File: src/rtl/hex_pkg.sv
// Shared constants and types for the multiplexed hex display controller.
// Holds the scan index width, reset defaults and the reference glyph patterns
// (active-low, bit order {g,f,e,d,c,b,a}).
package hex_pkg;

    localparam int unsigned IDX_W          = 3;
    localparam int unsigned NIB_W          = 4;
    localparam int unsigned SEG_W          = 7;
    localparam int unsigned DEF_NUM_DIGITS = 6;
    localparam int unsigned DEF_SCAN_DIV   = 50000;

    localparam logic [SEG_W-1:0] SEG_BLANK = 7'h7F;
    localparam logic [SEG_W-1:0] GLYPH_0   = 7'h40;
    localparam logic [SEG_W-1:0] GLYPH_1   = 7'h79;
    localparam logic [SEG_W-1:0] GLYPH_8   = 7'h00;

    // One register-file entry: the nibble and whether the digit is dark.
    typedef struct packed {
        logic             blank;
        logic [NIB_W-1:0] nibble;
    } digit_t;

    localparam digit_t DIGIT_RESET = '{blank: 1'b1, nibble: 4'h0};

endpackage

File: src/rtl/hex_scan_ctrl_if.sv
// Bus between user logic and the scan controller.
//   wr_en/wr_addr/wr_data/wr_blank : digit register write port (master -> slave)
//   hex_seg/scan_idx/frame_done    : display outputs (slave -> master)
interface hex_scan_ctrl_if
    import hex_pkg::*;
#(
    parameter int unsigned NUM_DIGITS = DEF_NUM_DIGITS
) ();

    logic                        wr_en;
    logic [IDX_W-1:0]            wr_addr;
    logic [NIB_W-1:0]            wr_data;
    logic                        wr_blank;
    logic [SEG_W*NUM_DIGITS-1:0] hex_seg;
    logic [IDX_W-1:0]            scan_idx;
    logic                        frame_done;

    modport master (
        output wr_en, wr_addr, wr_data, wr_blank,
        input  hex_seg, scan_idx, frame_done
    );

    modport slave (
        input  wr_en, wr_addr, wr_data, wr_blank,
        output hex_seg, scan_idx, frame_done
    );

endinterface

File: src/rtl/hexdisp.sv
// Combinational hex-to-7-segment decoder, active-low outputs.
//   x3..x0 : hex nibble (x3 = MSB)
//   s6..s0 : segments {g,f,e,d,c,b,a}, 0 = segment lit
module hexdisp
    import hex_pkg::*;
(
    input  logic x3,
    input  logic x2,
    input  logic x1,
    input  logic x0,
    output logic s6,
    output logic s5,
    output logic s4,
    output logic s3,
    output logic s2,
    output logic s1,
    output logic s0
);

    logic [NIB_W-1:0] x_c;
    logic [SEG_W-1:0] seg_c;

    assign x_c = {x3, x2, x1, x0};

    // Glyph lookup
    always_comb begin
        seg_c = SEG_BLANK;
        case (x_c)
            4'h0: seg_c = GLYPH_0;
            4'h1: seg_c = GLYPH_1;
            4'h2: seg_c = 7'h24;
            4'h3: seg_c = 7'h30;
            4'h4: seg_c = 7'h19;
            4'h5: seg_c = 7'h12;
            4'h6: seg_c = 7'h02;
            4'h7: seg_c = 7'h78;
            4'h8: seg_c = GLYPH_8;
            4'h9: seg_c = 7'h10;
            4'hA: seg_c = 7'h08;
            4'hB: seg_c = 7'h03;
            4'hC: seg_c = 7'h46;
            4'hD: seg_c = 7'h21;
            4'hE: seg_c = 7'h06;
            4'hF: seg_c = 7'h0E;
            default: seg_c = SEG_BLANK;
        endcase
    end

    assign {s6, s5, s4, s3, s2, s1, s0} = seg_c;

endmodule

File: src/rtl/hex_scan_ctrl.sv
// Time-multiplexed hex display controller: one shared decoder serves
// NUM_DIGITS digits, refreshing one digit per prescaled scan tick.
//   clk, resetn : clock and synchronous active-low reset
//   bus (slave) : write port for the digit register file; registered
//                 segment bus, scan index and end-of-frame pulse
module hex_scan_ctrl
    import hex_pkg::*;
#(
    parameter int unsigned NUM_DIGITS = DEF_NUM_DIGITS,
    parameter int unsigned SCAN_DIV   = DEF_SCAN_DIV
) (
    input  logic            clk,
    input  logic            resetn,
    hex_scan_ctrl_if.slave  bus
);

    localparam int unsigned DEPTH    = 1 << IDX_W;
    localparam int unsigned PRE_W    = (SCAN_DIV > 1) ? $clog2(SCAN_DIV) : 1;
    localparam int unsigned PRE_LAST = SCAN_DIV - 1;
    localparam int unsigned LAST_IDX = NUM_DIGITS - 1;

    digit_t           regs_q [DEPTH];
    digit_t           regs_d [DEPTH];
    logic [SEG_W-1:0] seg_q  [NUM_DIGITS];
    logic [SEG_W-1:0] seg_d  [NUM_DIGITS];
    logic [PRE_W-1:0] pre_q, pre_d;
    logic             tick_q, tick_d;
    logic [IDX_W-1:0] idx_q, idx_d;
    logic             fd_q, fd_d;

    digit_t           cur_c;
    logic [SEG_W-1:0] dec_c;

    // Register file is sized to the full index space so the scan read never
    // leaves the array; entries at or above NUM_DIGITS are never written.
    assign cur_c = regs_q[idx_q];

    hexdisp u_dec (
        .x3 (cur_c.nibble[3]),
        .x2 (cur_c.nibble[2]),
        .x1 (cur_c.nibble[1]),
        .x0 (cur_c.nibble[0]),
        .s6 (dec_c[6]),
        .s5 (dec_c[5]),
        .s4 (dec_c[4]),
        .s3 (dec_c[3]),
        .s2 (dec_c[2]),
        .s1 (dec_c[1]),
        .s0 (dec_c[0])
    );

    // Next-state: prescaler, scan step, segment latch and register writes
    always_comb begin
        regs_d = regs_q;
        seg_d  = seg_q;
        pre_d  = (pre_q == PRE_W'(PRE_LAST)) ? '0 : pre_q + PRE_W'(1);
        tick_d = (pre_q == PRE_W'(PRE_LAST));
        idx_d  = idx_q;
        fd_d   = 1'b0;

        // Refresh reads regs_q, so a same-edge write lands after this frame.
        if (tick_q) begin
            for (int k = 0; k < int'(NUM_DIGITS); k++) begin
                if (idx_q == IDX_W'(k)) begin
                    seg_d[k] = cur_c.blank ? SEG_BLANK : dec_c;
                end
            end
            fd_d  = (idx_q == IDX_W'(LAST_IDX));
            idx_d = fd_d ? '0 : idx_q + IDX_W'(1);
        end

        if (bus.wr_en && (32'(bus.wr_addr) < NUM_DIGITS)) begin
            regs_d[bus.wr_addr] = '{blank: bus.wr_blank, nibble: bus.wr_data};
        end
    end

    // State registers
    always_ff @(posedge clk) begin
        if (!resetn) begin
            for (int k = 0; k < int'(DEPTH); k++) begin
                regs_q[k] <= DIGIT_RESET;
            end
            for (int k = 0; k < int'(NUM_DIGITS); k++) begin
                seg_q[k] <= SEG_BLANK;
            end
            pre_q  <= '0;
            tick_q <= 1'b0;
            idx_q  <= '0;
            fd_q   <= 1'b0;
        end else begin
            regs_q <= regs_d;
            seg_q  <= seg_d;
            pre_q  <= pre_d;
            tick_q <= tick_d;
            idx_q  <= idx_d;
            fd_q   <= fd_d;
        end
    end

    // Pack per-digit segment registers onto the output bus
    for (genvar g = 0; g < NUM_DIGITS; g++) begin : g_seg
        assign bus.hex_seg[SEG_W*g +: SEG_W] = seg_q[g];
    end

    assign bus.scan_idx   = idx_q;
    assign bus.frame_done = fd_q;

endmodule

File: src/flat_wrapper.sv
// flat-port wrapper written by rule: the top's interface ports become plain ports
module hex_scan_ctrl_flat import hex_pkg::*;
#(
    parameter int unsigned NUM_DIGITS = DEF_NUM_DIGITS,
    parameter int unsigned SCAN_DIV   = DEF_SCAN_DIV
)
  (clk, resetn, bus_wr_en, bus_wr_addr, bus_wr_data, bus_wr_blank, bus_hex_seg, bus_scan_idx, bus_frame_done);
  hex_scan_ctrl_if #(.NUM_DIGITS(NUM_DIGITS)) bus_i ();
  input  logic clk;
  input  logic resetn;
  input wire logic [$bits(bus_i.wr_en)-1:0] bus_wr_en;
  input wire logic [$bits(bus_i.wr_addr)-1:0] bus_wr_addr;
  input wire logic [$bits(bus_i.wr_data)-1:0] bus_wr_data;
  input wire logic [$bits(bus_i.wr_blank)-1:0] bus_wr_blank;
  output wire logic [$bits(bus_i.hex_seg)-1:0] bus_hex_seg;
  output wire logic [$bits(bus_i.scan_idx)-1:0] bus_scan_idx;
  output wire logic [$bits(bus_i.frame_done)-1:0] bus_frame_done;
  assign bus_i.wr_en = bus_wr_en;
  assign bus_i.wr_addr = bus_wr_addr;
  assign bus_i.wr_data = bus_wr_data;
  assign bus_i.wr_blank = bus_wr_blank;
  assign bus_hex_seg = bus_i.hex_seg;
  assign bus_scan_idx = bus_i.scan_idx;
  assign bus_frame_done = bus_i.frame_done;
  hex_scan_ctrl #(.NUM_DIGITS(NUM_DIGITS), .SCAN_DIV(SCAN_DIV)) u_core (.clk(clk), .resetn(resetn), .bus(bus_i));
endmodule
File: config.mk
export PLATFORM = sky130hd
export DESIGN_NAME = hex_scan_ctrl_flat
export DESIGN_NICKNAME = d
export VERILOG_FILES = /design/src/rtl/hex_pkg.sv /design/src/rtl/hex_scan_ctrl_if.sv /design/src/rtl/hexdisp.sv /design/src/rtl/hex_scan_ctrl.sv /design/src/flat_wrapper.sv
export SDC_FILE = /design/constraint.sdc
export NUM_CORES = 1
export LEC_CHECK = 0
export BUFFER_PORTS_ARGS = -buffer_cell sky130_fd_sc_hd__buf_2
export CORE_ASPECT_RATIO = 2
export CORE_MARGIN = 1.5
export CORE_UTILIZATION = 45
export DETAILED_ROUTE_END_ITERATION = 10
export HOLD_SLACK_MARGIN = 0.03
export PLACE_DENSITY = 0.64
export SLEW_MARGIN = 20
export SYNTH_ARGS = -nofsm -noshare
export SYNTH_HDL_FRONTEND = slang
export SYNTH_HIERARCHICAL = 1
export SYNTH_SLANG_ARGS = --single-unit
File: constraint.sdc
create_clock -name clk -period 3.5 [get_ports clk]
set_input_delay 0.175 -clock clk [delete_from_list [all_inputs] [get_ports clk]]
set_output_delay 0.175 -clock clk [all_outputs]
set_load 0.1 [all_outputs]
# == After elaboration in Yosys (flattened, before gate mapping) ==
# Memories as Yosys holds them, arrays and structs flattened.
# Index checks and enable logic that the tools add are counted.
# totals
ff_bits,103
romBits,112
input_bits,11
output_inout_bits,46
elab_cells,61
n_memories,1
# classes
n_addsub,2
magnitude_cmp,4
eq_ne,6
n_mux,8
n_bitwise,3
n_reduce_logical,11
# mem_list
name,words,word_bits,rd,rd_clocked_by_memory_dff,write_ports,line,rtl
(no name shown),16,7,1,0,0,hexdisp.sv:28,case (x_c)
# op_table
op,count
$bwmux 40,1
$add 16x1->16 const B,1
$eq 16x16->1 const B,1
$bmux 5 s3,1
$demux 5 s3,1
$mux 5,3
$reduce_and 2->1,7
$ge 4x4->1 const B,2
$not 3->4,2
$mux 7,1
$eq 3x2->1 const B,2
$eq 3x3->1 const B,2
$lt 4x1->1 const B,1
$add 3x1->3 const B,1
$eq 3x1->1 const B,1
$logic_not 3->1,1
$lt 3x3->1 const B,1
$mux 3,1
$logic_and 1x1->1,2
$reduce_or 2->1,1
$not 1->1,1

# == Logic depth before layout (Yosys ltp) ==
# Gate-level depths: netlist of run 1.
# logic_depth
ltp_word,6
ltp_mapped,13
depth_no_buf,11

# == By module ==
# Netlist of run 1, hierarchy kept.
# by_module_without_submodules
mod,instances,cells_per_inst,area_per_inst_um2,seq_area_each_um2
hex_scan_ctrl,1,403,4096.4,2062.0
hexdisp,1,32,257.7,0.0

# == Worst setup path after synthesis of run 1 ==
# Ideal clock, no wire load.
# synth_path
path_type,register -> register
from,register u_core.idx_q[0] (netlist: u_core/bus.scan_idx[0])
to,"register u_core.seg_q, in the netlist u_core/bus.hex_seg[38]"
setup_ns,0.120
t_arrival_ns,3.425
required_ns,3.380
path_slack_ns,-0.045
stages_incl_launch_ff,13
n_path_buf,2
synth_period_minus_slack_ns,3.545
cell_sequence,dfxtp_1 -> buf_2 -> buf_2 -> mux4_2 -> nand2_1 -> nand2_1 -> inv_1 -> ha_1 -> inv_1 -> mux4_2 -> nor2_1 -> nand3_1 -> o31a_1
# synth_rtl
element,line,rtl
start: declaration,hex_scan_ctrl.sv:28,"logic [IDX_W-1:0] idx_q, idx_d;"
start signal: assignment,hex_scan_ctrl.sv:95,idx_q <= idx_d;
end signal: assignment,hex_scan_ctrl.sv:92,seg_q <= seg_d;
end: declaration,hex_scan_ctrl.sv:24,logic [SEG_W-1:0] seg_q [NUM_DIGITS];

==> impl_metrics.toml, run 1 <==
[logic_synthesis]
synth_edf_count = 0
syn_area_per_cell_um2 = 10.01
seq_area_frac_synth = 0.4736
yosysTopAreaCell = "dfxtp_1"
synth_area_um2 = 4354
syn_nets = 455
synthCells = 435
synth_area_leaders = "dfxtp_1 47%, mux2i_1 9.0%, mux4_2 5.2%"
async_reset_ff_frac = 0
ys_types = 46
synth_ff_type = "dfxtp_1"
synth-warning-count = 6
synth_seq_cells = 103
synth_top_area_frac = 0.4736

[critical_path]
cp_data_required_time_ns = 3.73
worstPathCellList = "mux4_2 > nand2_1 > nand2_1 > inv_1 > ha_1 > inv_1 > mux4_2 > nor2_1 > nand3_1 > o31a_1"
r2r_start = "u_core/bus.scan_idx[0]"
slowest_stage = "dfxtp_2"
path_delay_family = "multiplexers"
path_max_fanout = 18
cp_data_arrival_time_ns = 3.19
cp_num_buf_inv = 2
cp_num_cells = 10
crit_start = "u_core/bus.scan_idx[0]"
critPathLaunchType = "flip-flop"
critical-path-max-stage-delay_ns = 0.64
rr_worst_depth = 10
cp-end-kind = "flip-flop"
crit_type = "reg -> reg"

[clocking]
cts-root-buf = "clkbuf_16"
cts_resized = 0
cts_buffer_depth = 2
insertion_delay_ns = 0.34
cts_setup_buffers = 0
tritoncts = "yes"
cts_made_buffers = 9
hold_buffers = 0
cts.clk_slew.worst_paths_ns = 0.06
cts_sinks = 103
htreeDepth = 3

[place]
gp_congestion = 0.8638
post_dp_cell_area_um2 = 4628
post-dp-hpwl_mm = 7.180
place_ws_ns = 0.5432
io_buffers = 56

[sta]
final_hold_viol_count = 0
max_slew_margin = 0.4875
rsz0062_at_grt = "false"
skew_ns = 0.005860
fin_crit_sh = 0.8443
whs_ns = 0.1462
max_clock_freq_ghz = 0.3384
post-route-min-period_ns = 2.955
setup_viol = 0
worst_slack_ns = 0.5449
slew_viol_final = 0
worstMarginPinSlew_ns = 0.7676
final.setup.tns_ns = 0

[detailed_routing]
routed_wl_mm = 9.507
viasPerCell = 5.602
dr_total_vias = 3277
dr.pass1.iters = 4
drc = 0
antenna_left = 0
drt_iter0_drc = 139
post_drt_wl_per_cell_um = 16.25

[power]
powerDensity_nw_per_um2 = 444.8
max-vdd-ir-drop_mv = 0.2472
power.leakage_nw = 1.769

[worst_hold_path]
hp-class = "in -> reg"
min_from = "bus_wr_blank"
worstHoldPathCells = 3

[die]
start_util = 0.4640
die_area_um2 = 10310
die_w_um = 72.56
io_pins = 57
core-area_um2 = 9384
rows = 50
die_h_um = 142.1

[run_status]
outcome = "finished, final reports clean"

[grt]
grt_pass1_wl_mm = 15.71
overflow = 0
grt_antenna_before_repair = 0
globalRouteTotalUtil = 0.1989
grt_pass1_vias = 3189
grt_max_degree = 47

[final_layout]
layout-drive-gt1-share = 0.2017
antennaDiodeCount = 0
area_growth_pct = 12.59
num-nets-final = 496
fin_area_um2 = 4902
nFillCells = 890

[job]
maxCapViolCount = 0
cell families (layout without fill, tap and decap cells):
family	after synthesis	count (layout)	synth area share
AO/OA/AOI/OAI	54	54	0.08564
XOR/XNOR	14	14	0.02816
adder cells (fa/ha/maj)	9	9	0.02586
buffers and inverters	37	83	0.04368
flip-flops	103	103	0.4736
multiplexers	49	49	0.1414
AND/OR/NAND/NOR	169	169	0.2017
metrics by stage:
stage,cells,power (mW),utilization
floorplan,435,1.280,-
global placement,569,1.307,0.4932
detailed placement,569,1.310,0.4932
CTS,585,2.207,0.5215
global route,585,2.264,0.5224
finish,585,2.180,0.5224
flip-flops by register name, indices dropped and copies added (netlist names):
| register | count |
|---|---|
| u_core/bus.frame_done | 1 |
| u_core/bus.scan_idx | 3 |
| u_core/pre_q | 16 |
| u_core/bus.hex_seg | 42 |
| u_core/regs_q | 40 |
| u_core/tick_q | 1 |
final timing paths:
path                                          endpoint  slack [ns]
worst max-delay path            u_core/bus.hex_seg[38]        0.54
worst min-delay path                 u_core/regs_q[34]        0.15
worst max register to register  u_core/bus.hex_seg[38]        0.54
worst min register to register        u_core/regs_q[4]        0.45
layout by cell type (no fill, tap or decap), types with 6 or more instances in the layout:
cell type / count
dfxtp_1: 102
buf_2: 56
nor2_1: 56
mux2i_1: 39
nor3_1: 32
a31oi_1: 28
nand2_1: 25
xnor2_1: 12
nand3_1: 11
mux4_2: 10
and2_1: 10
clkbuf_16: 9
ha_1: 9
o22a_1: 7
o31a_1: 7
inv_1: 6
metal layers:
metal	routed length, µm	share of wire	global-route usage	vias to the layer above
li1	-	-	-	1631
met1	3464	0.36	0.1987	1559
met2	5384	0.57	0.3766	73
met3	315	0.033	0.03329	14
met4	342	0.036	0.1033	0
met5	0	0	0	-
power breakdown:
group,total (mW),internal [mW],leakage [nW],switching [mW]
sequential,1.19,1.18,0.834,0.00689
clock,0.898,0.479,0.132,0.418
combinational,0.0939,0.0296,0.803,0.0643
total,2.18,1.69,1.77,0.489
synthesized netlist by cell type (3+ instances only):
cell        n
o21ai_0     4
ha_1        9
dfxtp_1   103
clkbuf_1   16
nand2_1    25
nand3_1    11
a31oi_1    28
nor2_1     56
buf_6       5
inv_1       6
and2_1     10
and3_1      5
o31a_1      7
nand2b_1    4
nor3_1     32
o22a_1      7
mux4_2     10
xnor2_1    12
a21oi_1     3
mux2i_1    39
buf_2       5
nand4_1     5
worst min-delay path: stages:
cell and delay [ns]:
buf_2 0.14, mux2i_1 0.08, nand2_1 0.05
cell type report:
type | instances | area (µm²) | share of cell area
sequential | 103 | 2063 | 0.4209
clock inverter | 6 | 36.28 | 0.007402
timing repair buffer | 59 | 302.8 | 0.06177
clock buffer | 10 | 229.0 | 0.04671
tap | 104 | 130.1 | 0.02654
inverter | 8 | 30.03 | 0.006126
multi-input combinational | 295 | 2111 | 0.4306
No activity file was read; power rests on OpenSTA's default activity.
==> run 2: changes to the inputs <==
Settings changed: ABC_AREA from default to 1, PLACE_DENSITY 0.64 to 0.66.
Clock period 3.5 ns to 2.6 ns, I/O delays scaled along.
==> run 2 against run 1 <==
Synthesized area is 5.7% higher. Critical endpoint is now u_core/bus.hex_seg[17]. First-iteration DRC count grew 17%. Setup slack worse by 0.21 ns. Register-to-register slack lost 0.21 ns. Largest power group unchanged. Highest routed layer unchanged. Combinational power up 60%.
==> impl_metrics.toml, run 2 <==
[sta]
whs_ns = 0.1011
final.setup.tns_ns = 0
final_hold_viol_count = 0
slew_viol_final = 0
skew_ns = 0.006732
fin_crit_sh = 0.8704
post-route-min-period_ns = 2.263
max_slew_margin = 0.3373
max_clock_freq_ghz = 0.4419
setup_viol = 0
rsz0062_at_grt = "false"
worstMarginPinSlew_ns = 0.9930

[die]
die_w_um = 74.50
die_area_um2 = 10880
die_h_um = 146.0
rows = 52
start_util = 0.4592
core-area_um2 = 10020
io_pins = 57

[critical_path]
cp_num_buf_inv = 3
path_max_fanout = 9
critPathLaunchType = "flip-flop"
path_delay_family = "simple AND/OR/NAND/NOR gates"
cp_data_arrival_time_ns = 2.49
worstPathCellList = "inv_2 > nor2_4 > nand2_1 > nand4_1 > nand2_1 > nand2_1 > inv_1 > ha_1 > nand2_1 > nand3_1 > nand2_1 > inv_1 > nand2_4 > nand2_1 > nand2_1"
cp-end-kind = "flip-flop"
cp_data_required_time_ns = 2.83
critical-path-max-stage-delay_ns = 0.48
slowest_stage = "dfxtp_2"
crit_type = "reg -> reg"
cp_common_cell = "nand2_1"

[logic_synthesis]
yosysMostFrequentCell = "nand2_1"
synth_edf_count = 0
synthCells = 630
synth_ff_type = "dfxtp_1"
seq_area_frac_synth = 0.4482
synth_seq_cells = 103
ys_types = 34
async_reset_ff_frac = 0
yosysTopAreaCell = "dfxtp_1"
synth_area_um2 = 4601
synth_common_cells = "205 x nand2_1, 103 x dfxtp_1, 69 x nor2_1, 50 x a21oi_1, 48 x inv_1"
synth_top_area_frac = 0.4482
synth-warning-count = 6
syn_area_per_cell_um2 = 7.303
synth_area_leaders = "dfxtp_1 45%, nand2_1 17%, nor2_1 5.6%"
syn_nets = 650

[final_layout]
num-nets-final = 708
area_growth_pct = 15.37
largest_register_ffs = 42
mostFrequentLayoutCells = "205 x nand2_1, 101 x dfxtp_1, 69 x nor2_1"
antennaDiodeCount = 0
final_common_cell = "nand2_1"
layout-drive-gt1-share = 0.1905

[clocking]
cts-root-buf = "clkbuf_16"
hold_buffers = 0
cts.clk_slew.worst_paths_ns = 0.07
cts_made_buffers = 9
cts_sinks = 103
htreeDepth = 3
insertion_delay_ns = 0.34
cts_buffer_depth = 2
tritoncts = "yes"

[grt]
grt_pass1_vias = 3984
globalRouteTotalUtil = 0.2127
grt_pass1_wl_mm = 18.13
grt_max_degree = 42
grt_antenna_before_repair = 0
overflow = 0

[detailed_routing]
viasPerCell = 5.051
drc = 0
routed_wl_mm = 10.99
drt_iter0_drc = 163
post_drt_wl_per_cell_um = 13.28
dr.pass1.iters = 5
dr_total_vias = 4182
antenna_left = 0

[place]
post-dp-hpwl_mm = 8.287
gp_congestion = 0.8041
io_buffers = 56

[worst_hold_path]
hp-class = "in -> reg"

[power]
power.leakage_nw = 2.124
powerDensity_nw_per_um2 = 586.8
max-vdd-ir-drop_mv = 0.3405

[job]
maxCapViolCount = 0

[run_status]
outcome = "finished, final reports clean"
run 2: changes by cell type after synthesis, sizes merged, moves of 11 or more:
cell   delta
xnor2    -11
a21oi    +52
nand2   +201
mux2i    -39
o21ai    +25
a31oi    -28
nor3     -28
inv      +49
nor2     +23
and2     -11
nand3    +13
run 2: final timing paths:
| check | depth (start not counted) | start | to | slack (ns) |
|---|---|---|---|---|
| min reg2reg | 2 | u_core/regs_q[0] | u_core/regs_q[0] | 0.43 |
| max | 15 | u_core/bus.scan_idx[1] | u_core/bus.hex_seg[17] | 0.34 |
| max reg2reg | 15 | u_core/bus.scan_idx[1] | u_core/bus.hex_seg[17] | 0.34 |
| min | 3 | bus_wr_blank | u_core/regs_q[19] | 0.10 |
run 2: kinds of logic after synthesis:
family / Yosys count / synth area share
adders and majority gates: 9 / 0.02448
buffers and inverters: 74 / 0.06962
xor gates and xnor gates: 3 / 0.005712
and+or+nand+nor: 355 / 0.3536
DFF: 103 / 0.4482
AOI/OAI and AO/OA: 86 / 0.09845
run 2: what timing repair did:
| item | in CTS | in global routing |
|---|---|---|
| setup buffers | 0 | 2 |
| setup endpoints to repair | 0 | 8 |
| gates resized for setup | 0 | 1 |
run 2: worst min-delay path: stages:
cell	delay, ns
buf_2	0.16
nand2_1	0.07
nand3_1	0.05
run 2: metal layers:
layer | track usage | wire, µm | vias up
li1 | - | - | 2115
met1 | 0.2238 | 4233 | 1925
met2 | 0.3871 | 5980 | 119
met3 | 0.03463 | 393 | 23
met4 | 0.1064 | 385 | 0
met5 | 0 | 0 | -
run 2: layout make-up:
class	count	area, µm²
fill	1049	4712
multi-input combinational	453	2218
sequential	103	2067
timing repair buffer	61	317.8
inverter	60	232.7
clock buffer	9	225.2
tap	135	168.9
clock inverter	7	77.57
run 2: stage by stage:
| step | power, mW | instance area (µm²) | setup slack, ns | instances | utilization |
|---|---|---|---|---|---|
| finish | 3.115 | 5308 | 0.3371 | 828 | 0.5297 |
| global route | 3.227 | 5308 | 0.06195 | 828 | 0.5297 |
| CTS | 3.150 | 5290 | 0.2385 | 826 | 0.5280 |
| detailed placement | 1.794 | 4987 | 0.2695 | 810 | 0.4978 |
| global placement | 1.790 | 4987 | 0.3178 | 810 | 0.4978 |
| floorplan | 1.751 | 4603 | 0.2010 | 630 | - |
run 2: power by group:
part           leakage [nW]  switching (mW)  internal [mW]
clock                 0.147           0.601          0.756
combinational          1.14           0.105         0.0449
sequential            0.836          0.0123           1.60
total                  2.12           0.718           2.40
